$ cat config.mk
export PLATFORM = sky130hd
export DESIGN_NAME = sprite_overlay_flat
export DESIGN_NICKNAME = d
export VERILOG_FILES = /design/src/rtl/vga_pkg.sv /design/src/rtl/sprite_overlay_if.sv /design/src/rtl/sprite_pos.sv /design/src/rtl/sprite_overlay.sv /design/src/flat_wrapper.sv
export SDC_FILE = /design/constraint.sdc
export NUM_CORES = 1
export LEC_CHECK = 0
export ABC_AREA = 1
export ABC_CLOCK_PERIOD_IN_PS = 4800
export CORE_ASPECT_RATIO = 1.5
export CORE_UTILIZATION = 48
export DETAILED_ROUTE_END_ITERATION = 6
export PLACE_DENSITY = 0.7
export SYNTH_ARGS = -nofsm -noshare
export SYNTH_HDL_FRONTEND = slang
export SYNTH_HIERARCHICAL = 1
export SYNTH_SLANG_ARGS = --single-unit
$ cat constraint.sdc
create_clock -name clk -period 4.8 [get_ports clk]
set_clock_uncertainty 0.05 [all_clocks]
set_input_delay 0.96 -clock clk [delete_from_list [all_inputs] [get_ports clk]]
set_output_delay 0.96 -clock clk [all_outputs]
set_load 0.01 [all_outputs]
$ cat src/rtl/vga_pkg.sv
// Shared video constants and types for the sprite overlay block.
// The active area, colour width and pixel coordinate widths live here.
package vga_pkg;

    localparam int H_RES       = 640;
    localparam int V_RES       = 480;
    localparam int COLOR_W     = 12;
    localparam int X_W         = 10;
    localparam int Y_W         = 9;
    localparam int MAX_SPRITES = 8;

    typedef logic [COLOR_W-1:0] rgb_t;

    // Clearing the lowest set bit leaves something only when two or more bits were set.
    function automatic logic multi_hit(input logic [MAX_SPRITES-1:0] hits);
        return (hits & (hits - MAX_SPRITES'(1))) != '0;
    endfunction

endpackage

$ cat src/rtl/sprite_overlay_if.sv
// Pixel-stream bundle between the timing/background source and the sprite overlay.
// The master drives the pixel position and move requests; the slave returns the composited pixel.
interface sprite_overlay_if #(
    parameter int NUM_SPRITES = 2
);
    import vga_pkg::*;

    logic                   screen_end;
    logic                   active;
    logic [X_W-1:0]         x;
    logic [Y_W-1:0]         y;
    rgb_t                   bg_color;
    logic [NUM_SPRITES-1:0] move_up;
    logic [NUM_SPRITES-1:0] move_down;
    logic [NUM_SPRITES-1:0] move_left;
    logic [NUM_SPRITES-1:0] move_right;
    rgb_t                   rgb;
    logic [NUM_SPRITES-1:0] sprite_hit;
    logic                   collision;

    modport master (
        output screen_end, active, x, y, bg_color,
        output move_up, move_down, move_left, move_right,
        input  rgb, sprite_hit, collision
    );

    modport slave (
        input  screen_end, active, x, y, bg_color,
        input  move_up, move_down, move_left, move_right,
        output rgb, sprite_hit, collision
    );

endinterface

$ cat src/rtl/sprite_pos.sv
// One sprite: top-left position register, per-frame move with clamp or wrap,
// and the combinational test of whether the current pixel lies inside the sprite.
module sprite_pos
    import vga_pkg::*;
#(
    parameter int SPRITE_SIZE = 100,
    parameter int STEP        = 1,
    parameter int WRAP_MODE   = 0,
    parameter int X_LIM       = 540,
    parameter int Y_LIM       = 380,
    parameter int INIT_X      = 0,
    parameter int INIT_Y      = 190
) (
    input  logic           clk,
    input  logic           reset,
    input  logic           frame_tick_i,
    input  logic           move_up_i,
    input  logic           move_down_i,
    input  logic           move_left_i,
    input  logic           move_right_i,
    input  logic [X_W-1:0] x_i,
    input  logic [Y_W-1:0] y_i,
    output logic           hit_o
);

    localparam int XS_W = X_W + 2;
    localparam int YS_W = Y_W + 2;

    localparam logic signed [XS_W-1:0] X_STEP_S = XS_W'(STEP);
    localparam logic signed [YS_W-1:0] Y_STEP_S = YS_W'(STEP);
    localparam logic signed [XS_W-1:0] X_LIM_S  = XS_W'(X_LIM);
    localparam logic signed [YS_W-1:0] Y_LIM_S  = YS_W'(Y_LIM);
    localparam logic signed [XS_W-1:0] X_SPAN_S = XS_W'(X_LIM + 1);
    localparam logic signed [YS_W-1:0] Y_SPAN_S = YS_W'(Y_LIM + 1);
    localparam logic [X_W:0]           SIZE_X   = (X_W + 1)'(SPRITE_SIZE);
    localparam logic [Y_W:0]           SIZE_Y   = (Y_W + 1)'(SPRITE_SIZE);

    logic [X_W-1:0]         xtl_q, xtl_d;
    logic [Y_W-1:0]         ytl_q, ytl_d;
    logic signed [XS_W-1:0] x_sum;
    logic signed [YS_W-1:0] y_sum;

    // Two guard bits keep a step past either edge visible as negative or above-limit.
    always_comb begin
        y_sum = $signed({2'b00, ytl_q});
        x_sum = $signed({2'b00, xtl_q});
        if (move_up_i)    y_sum = y_sum - Y_STEP_S;
        if (move_down_i)  y_sum = y_sum + Y_STEP_S;
        if (move_left_i)  x_sum = x_sum - X_STEP_S;
        if (move_right_i) x_sum = x_sum + X_STEP_S;

        if (WRAP_MODE != 0) begin
            if (x_sum[XS_W-1])        x_sum = x_sum + X_SPAN_S;
            else if (x_sum > X_LIM_S) x_sum = x_sum - X_SPAN_S;
            if (y_sum[YS_W-1])        y_sum = y_sum + Y_SPAN_S;
            else if (y_sum > Y_LIM_S) y_sum = y_sum - Y_SPAN_S;
        end else begin
            if (x_sum[XS_W-1])        x_sum = '0;
            else if (x_sum > X_LIM_S) x_sum = X_LIM_S;
            if (y_sum[YS_W-1])        y_sum = '0;
            else if (y_sum > Y_LIM_S) y_sum = Y_LIM_S;
        end

        xtl_d = frame_tick_i ? x_sum[X_W-1:0] : xtl_q;
        ytl_d = frame_tick_i ? y_sum[Y_W-1:0] : ytl_q;
    end

    always_ff @(posedge clk) begin
        if (!reset) begin
            xtl_q <= X_W'(INIT_X);
            ytl_q <= Y_W'(INIT_Y);
        end else begin
            xtl_q <= xtl_d;
            ytl_q <= ytl_d;
        end
    end

    assign hit_o = ({1'b0, x_i} >= {1'b0, xtl_q}) && ({1'b0, x_i} < ({1'b0, xtl_q} + SIZE_X)) &&
                   ({1'b0, y_i} >= {1'b0, ytl_q}) && ({1'b0, y_i} < ({1'b0, ytl_q} + SIZE_Y));

endmodule

$ cat src/rtl/sprite_overlay.sv
// Overlays NUM_SPRITES movable squares on a background pixel stream and reports
// whether any two sprites overlapped on a visible pixel during the previous frame.
module sprite_overlay #(
    parameter int NUM_SPRITES = 2,
    parameter int SPRITE_SIZE = 100,
    parameter int STEP        = 1,
    parameter int WRAP_MODE   = 0,
    parameter int H_RES       = vga_pkg::H_RES,
    parameter int V_RES       = vga_pkg::V_RES,
    parameter logic [NUM_SPRITES*vga_pkg::COLOR_W-1:0] SPRITE_COLORS = {NUM_SPRITES{12'hF00}}
) (
    input  logic            clk,
    input  logic            reset,
    sprite_overlay_if.slave bus
);
    import vga_pkg::*;

    localparam int X_LIM = H_RES - SPRITE_SIZE;
    localparam int Y_LIM = V_RES - SPRITE_SIZE;

    logic                   screen_end_q;
    logic                   frame_tick;
    logic [NUM_SPRITES-1:0] hit_raw;
    logic [NUM_SPRITES-1:0] hit_d, hit_q;
    rgb_t                   rgb_d, rgb_q;
    logic                   overlap_d, overlap_q;
    logic                   acc_d, acc_q;
    logic                   collision_d, collision_q;

    assign frame_tick = bus.screen_end & ~screen_end_q;

    generate
        for (genvar gi = 0; gi < NUM_SPRITES; gi++) begin : g_sprite
            sprite_pos #(
                .SPRITE_SIZE (SPRITE_SIZE),
                .STEP        (STEP),
                .WRAP_MODE   (WRAP_MODE),
                .X_LIM       (X_LIM),
                .Y_LIM       (Y_LIM),
                .INIT_X      ((gi * SPRITE_SIZE) % (X_LIM + 1)),
                .INIT_Y      (Y_LIM / 2)
            ) u_pos (
                .clk          (clk),
                .reset        (reset),
                .frame_tick_i (frame_tick),
                .move_up_i    (bus.move_up[gi]),
                .move_down_i  (bus.move_down[gi]),
                .move_left_i  (bus.move_left[gi]),
                .move_right_i (bus.move_right[gi]),
                .x_i          (bus.x),
                .y_i          (bus.y),
                .hit_o        (hit_raw[gi])
            );
        end
    endgenerate

    // Scanning from the top index down lets the lowest-index hit sprite win.
    always_comb begin
        rgb_d = bus.bg_color;
        for (int i = NUM_SPRITES - 1; i >= 0; i--) begin
            if (hit_raw[i]) rgb_d = SPRITE_COLORS[i*COLOR_W +: COLOR_W];
        end
        hit_d = hit_raw;
        if (!bus.active) begin
            rgb_d = '0;
            hit_d = '0;
        end
        overlap_d = multi_hit(MAX_SPRITES'(hit_d));
    end

    // The overlap flag present on the tick cycle still belongs to the frame being closed.
    always_comb begin
        acc_d       = acc_q | overlap_q;
        collision_d = collision_q;
        if (frame_tick) begin
            collision_d = acc_q | overlap_q;
            acc_d       = 1'b0;
        end
    end

    always_ff @(posedge clk) begin
        if (!reset) begin
            screen_end_q <= 1'b1;
            rgb_q        <= '0;
            hit_q        <= '0;
            overlap_q    <= 1'b0;
            acc_q        <= 1'b0;
            collision_q  <= 1'b0;
        end else begin
            screen_end_q <= bus.screen_end;
            rgb_q        <= rgb_d;
            hit_q        <= hit_d;
            overlap_q    <= overlap_d;
            acc_q        <= acc_d;
            collision_q  <= collision_d;
        end
    end

    assign bus.rgb        = rgb_q;
    assign bus.sprite_hit = hit_q;
    assign bus.collision  = collision_q;

endmodule

$ cat src/flat_wrapper.sv
// flat-port wrapper written by rule: the top's interface ports become plain ports
module sprite_overlay_flat import vga_pkg::*;
#(
    parameter int NUM_SPRITES = 2,
    parameter int SPRITE_SIZE = 100,
    parameter int STEP        = 1,
    parameter int WRAP_MODE   = 0,
    parameter int H_RES       = vga_pkg::H_RES,
    parameter int V_RES       = vga_pkg::V_RES,
    parameter logic [NUM_SPRITES*vga_pkg::COLOR_W-1:0] SPRITE_COLORS = {NUM_SPRITES{12'hF00}}
)
  (clk, reset, bus_screen_end, bus_active, bus_x, bus_y, bus_bg_color, bus_move_up, bus_move_down, bus_move_left, bus_move_right, bus_rgb, bus_sprite_hit, bus_collision);
  sprite_overlay_if #(.NUM_SPRITES(NUM_SPRITES)) bus_i ();
  input  logic clk;
  input  logic reset;
  input wire logic [$bits(bus_i.screen_end)-1:0] bus_screen_end;
  input wire logic [$bits(bus_i.active)-1:0] bus_active;
  input wire logic [$bits(bus_i.x)-1:0] bus_x;
  input wire logic [$bits(bus_i.y)-1:0] bus_y;
  input wire logic [$bits(bus_i.bg_color)-1:0] bus_bg_color;
  input wire logic [$bits(bus_i.move_up)-1:0] bus_move_up;
  input wire logic [$bits(bus_i.move_down)-1:0] bus_move_down;
  input wire logic [$bits(bus_i.move_left)-1:0] bus_move_left;
  input wire logic [$bits(bus_i.move_right)-1:0] bus_move_right;
  output wire logic [$bits(bus_i.rgb)-1:0] bus_rgb;
  output wire logic [$bits(bus_i.sprite_hit)-1:0] bus_sprite_hit;
  output wire logic [$bits(bus_i.collision)-1:0] bus_collision;
  assign bus_i.screen_end = bus_screen_end;
  assign bus_i.active = bus_active;
  assign bus_i.x = bus_x;
  assign bus_i.y = bus_y;
  assign bus_i.bg_color = bus_bg_color;
  assign bus_i.move_up = bus_move_up;
  assign bus_i.move_down = bus_move_down;
  assign bus_i.move_left = bus_move_left;
  assign bus_i.move_right = bus_move_right;
  assign bus_rgb = bus_i.rgb;
  assign bus_sprite_hit = bus_i.sprite_hit;
  assign bus_collision = bus_i.collision;
  sprite_overlay #(.NUM_SPRITES(NUM_SPRITES), .SPRITE_SIZE(SPRITE_SIZE), .STEP(STEP), .WRAP_MODE(WRAP_MODE), .H_RES(H_RES), .V_RES(V_RES), .SPRITE_COLORS(SPRITE_COLORS)) u_core (.clk(clk), .reset(reset), .bus(bus_i));
endmodule
==> results.json <==
{
  "nNetsFinal": 1168,
  "syn_inst": 986,
  "cp_max_fo": 8,
  "slew_violations": 0,
  "place_hpwl_um": 12000,
  "fp.dieArea_um2": 13700,
  "cts_buffers": 5,
  "grt-ovfl-total": 0,
  "arrival_ns": 3.57,
  "whs_path_depth": 2,
  "cts_max_level": 2,
  "wl_per_cell_um": 12.0,
  "start_util_pct": 48.9,
  "synth_area_um2": 6340,
  "r2r-start": "u_core/g_sprite[1].u_pos/xtl_q[0]",
  "status": "complete, no violations",
  "p_leak_nw": 3.45,
  "clk_pin_slew_ns": 0.07,
  "slew_headroom_pct": 46.7,
  "ctsHoldBuffers": 0,
  "hold_path.class": "reg -> reg",
  "layout_min_cycle_time_ns": 3.39,
  "die_x_um": 95.8,
  "finalHoldViolCount": 0,
  "dp_cells": 1191,
  "first_pass_iters": 4,
  "drtAntennaViolNets": 0,
  "final_cell_area_um2": 7200,
  "reg2reg_to": "u_core/g_sprite[1].u_pos/xtl_q[8]",
  "irDropWorstVdd_mv": 0.138,
  "clock_sinks": 56,
  "drc_errors": 0,
  "fin_cells": 1199,
  "grt_pass1_wl_um": 24300,
  "setup_slack_ns": 1.41,
  "cts_tree": "done",
  "startpoint_type": "input pin",
  "synth_warnings": 6,
  "yosysUniqueCellTypes": 52,
  "first_iter_violations": 188,
  "power_density_nw_per_um2": 187,
  "die_y_um": 143,
  "seq_area_frac_synth_pct": 17.7,
  "max_cap_violations": 0,
  "rows": 51,
  "max_freq_ghz": 0.295,
  "post-route-period-util_pct": 70.7,
  "grt_pass1_vias": 5739,
  "gp_congestion": 0.848,
  "fin_setup_tns_ns": 0,
  "syn_nets": 1115,
  "crit_start": "bus_move_left[1]",
  "synth_area_per_cell_um2": 6.43,
  "grt.total_usage_pct": 22.1,
  "drt_wl_total_um": 14400,
  "setup_viol": 0,
  "vias": 6161,
  "cts_root_buffer": "clkbuf_16",
  "rsz0062_at_grt": "no",
  "clock_path_buffers": 2,
  "min_from": "u_core/g_sprite[1].u_pos/ytl_q[8]",
  "area_growth_pct": 13.5,
  "worstSkewPairLatency_ns": 0.31,
  "worst_ep_required_time_ns": 4.97,
  "viasPerCell": 5.14,
  "worst_slew_pin_slew_ns": 0.798,
  "antenna_found_initial": 0,
  "critPathKind": "in -> reg",
  "placed_cell_area_um2": 7040,
  "core_um2": 13000,
  "dpl_worst_slack_ns": 1.12,
  "reg2reg_setup_slack_ns": 1.83,
  "endpoint_kind": "register",
  "postCtsSetupBuffers": 0,
  "rr_worst_depth": 16,
  "synth_seq_cells": 56,
  "grt_max_degree": 22,
  "post-route-util_pct": 55.5,
  "num_antenna_cells": 0,
  "io_pins": 58,
  "port-buffer-count": 57,
  "cts_resized": 0,
  "final_layout_size_suffix_gt1_share_pct": 8.46,
  "hold-path-endpoint": "u_core/g_sprite[1].u_pos/ytl_q[8]"
}
## where the power goes
group | internal [mW] | total (mW) | switching (mW)
Combinational | 0.183 | 0.457 | 0.274
Sequential | 0.482 | 0.502 | 0.0197
Clock | 0.199 | 0.387 | 0.188
## synth_stat cells, drive strengths merged
cell type,instances,area share [%]
a211oi,1,0.12
a21boi,2,0.24
a21o,1,0.12
a21oi,86,7.1
a31oi,4,0.39
buf,6,0.71
clkbuf,5,0.30
clkinv,4,0.24
dfxtp,56,18
ha,86,17
inv,134,8.0
mux2i,1,0.16
nand2,304,19
nand3,71,6.7
nand3b,4,0.47
nand4,26,2.7
nor2,101,7.7
nor3,2,0.32
nor3b,2,0.24
nor4,2,0.20
o2111ai,2,0.28
o211ai,1,0.12
o21a,4,0.47
o21ai,37,3.2
o21bai,3,0.36
o221ai,2,0.28
o22ai,2,0.20
o311ai,1,0.14
o31ai,2,0.45
or2,1,0.099
xnor2,4,0.55
xor2,29,4.4
## critical path, cell delays in order
cell and delay [ns]:
clkdlybuf4s50_1 0.67, inv_6 0.07, o21ai_2 0.17, ha_1 0.20, nand2_1 0.07, a21oi_1 0.17
nand2_1 0.11, nor2_2 0.14, nand3_1 0.11, nor2_1 0.13, nand3_1 0.10, xor2_1 0.17
nand2_2 0.12, nor2_4 0.16, nand3_1 0.09, a21oi_1 0.12
## kinds of logic after synthesis
family / synth area share (%)
adders and majority gates: 17.0
AOI/OAI and AO/OA: 13.5
buffers and inverters: 9.26
muxes: 0.158
DFF: 17.7
xor gates and xnor gates: 4.98
and+or+nand+nor: 37.5
## final cells by class
cell class	count	area, µm²
clock buffers	5	125
repair buffers	57	571
flip-flops and latches	56	1120
clock inverters	3	27.5
fillers	1316	5760
inverters	138	523
well taps	159	199
multi-input cells	781	4630
## placed cells by master, fill, tap and decap left out, types with 2 or more instances in the layout
cell type and count:
nand3_1 59, a21oi_1 83, nand2_2 16, a31oi_1 4, nand3b_1 4, xor2_1 27
inv_2 13, nor2_2 13, o21a_1 4, clkbuf_16 5, clkinv_1 4, xnor2_1 4
nand4_1 25, nor3_2 2, o21ai_2 2, nand2_1 284, clkdlybuf4s50_1 57, o21ai_1 10
dfxtp_1 56, nor3b_1 2, o22ai_1 2, nor2_1 79, o21ai_0 24, o2111ai_1 2
a21boi_0 2, inv_1 120, nand3_2 11, nand2_4 4, ha_1 86, a21oi_2 2
o21bai_1 3, o221ai_1 2, nor4_1 2, nor2_4 8
## how the worst max path moves through the flow
| stage | slack (ns) | end |
|---|---|---|
| floorplan | 1.98 | u_core/g_sprite[1].u_pos/xtl_q[3] |
| detailed placement | 1.12 | u_core/g_sprite[1].u_pos/xtl_q[8] |
| finish | 1.41 | u_core/g_sprite[1].u_pos/xtl_q[8] |
| CTS | 1.42 | u_core/g_sprite[1].u_pos/xtl_q[8] |
| global route | 1.17 | u_core/g_sprite[1].u_pos/xtl_q[4] |
| global placement | 1.18 | u_core/g_sprite[1].u_pos/xtl_q[8] |
## per-stage QoR
| step | hold WS, ns | total power, mW |
|---|---|---|
| finish | 0.439 | 1.35 |
| global route | 0.465 | 1.45 |
| CTS | 0.443 | 1.36 |
| detailed placement | 0.431 | 0.971 |
| global placement | 0.428 | 0.965 |
| floorplan | 0.409 | 0.834 |
## state kept, by name (all words and copies together), names as in the netlist
signal,cells
u_core/acc_q,1
u_core/bus.collision,1
u_core/bus.rgb,12
u_core/bus.sprite_hit,2
u_core/g_sprite.u_pos/xtl_q,20
u_core/g_sprite.u_pos/ytl_q,18
u_core/overlap_q,1
u_core/screen_end_q,1
## layer usage
layer | routed length [µm] | up-vias | global-route usage [%]
met1 | 6060 | 2744 | 24.5
met3 | 376 | 19 | 3.04
li1 | - | 3325 | -
met5 | 0 | - | 0
met2 | 7660 | 73 | 42.4
met4 | 284 | 0 | 6.52
(Power assumes the default switching activity.)
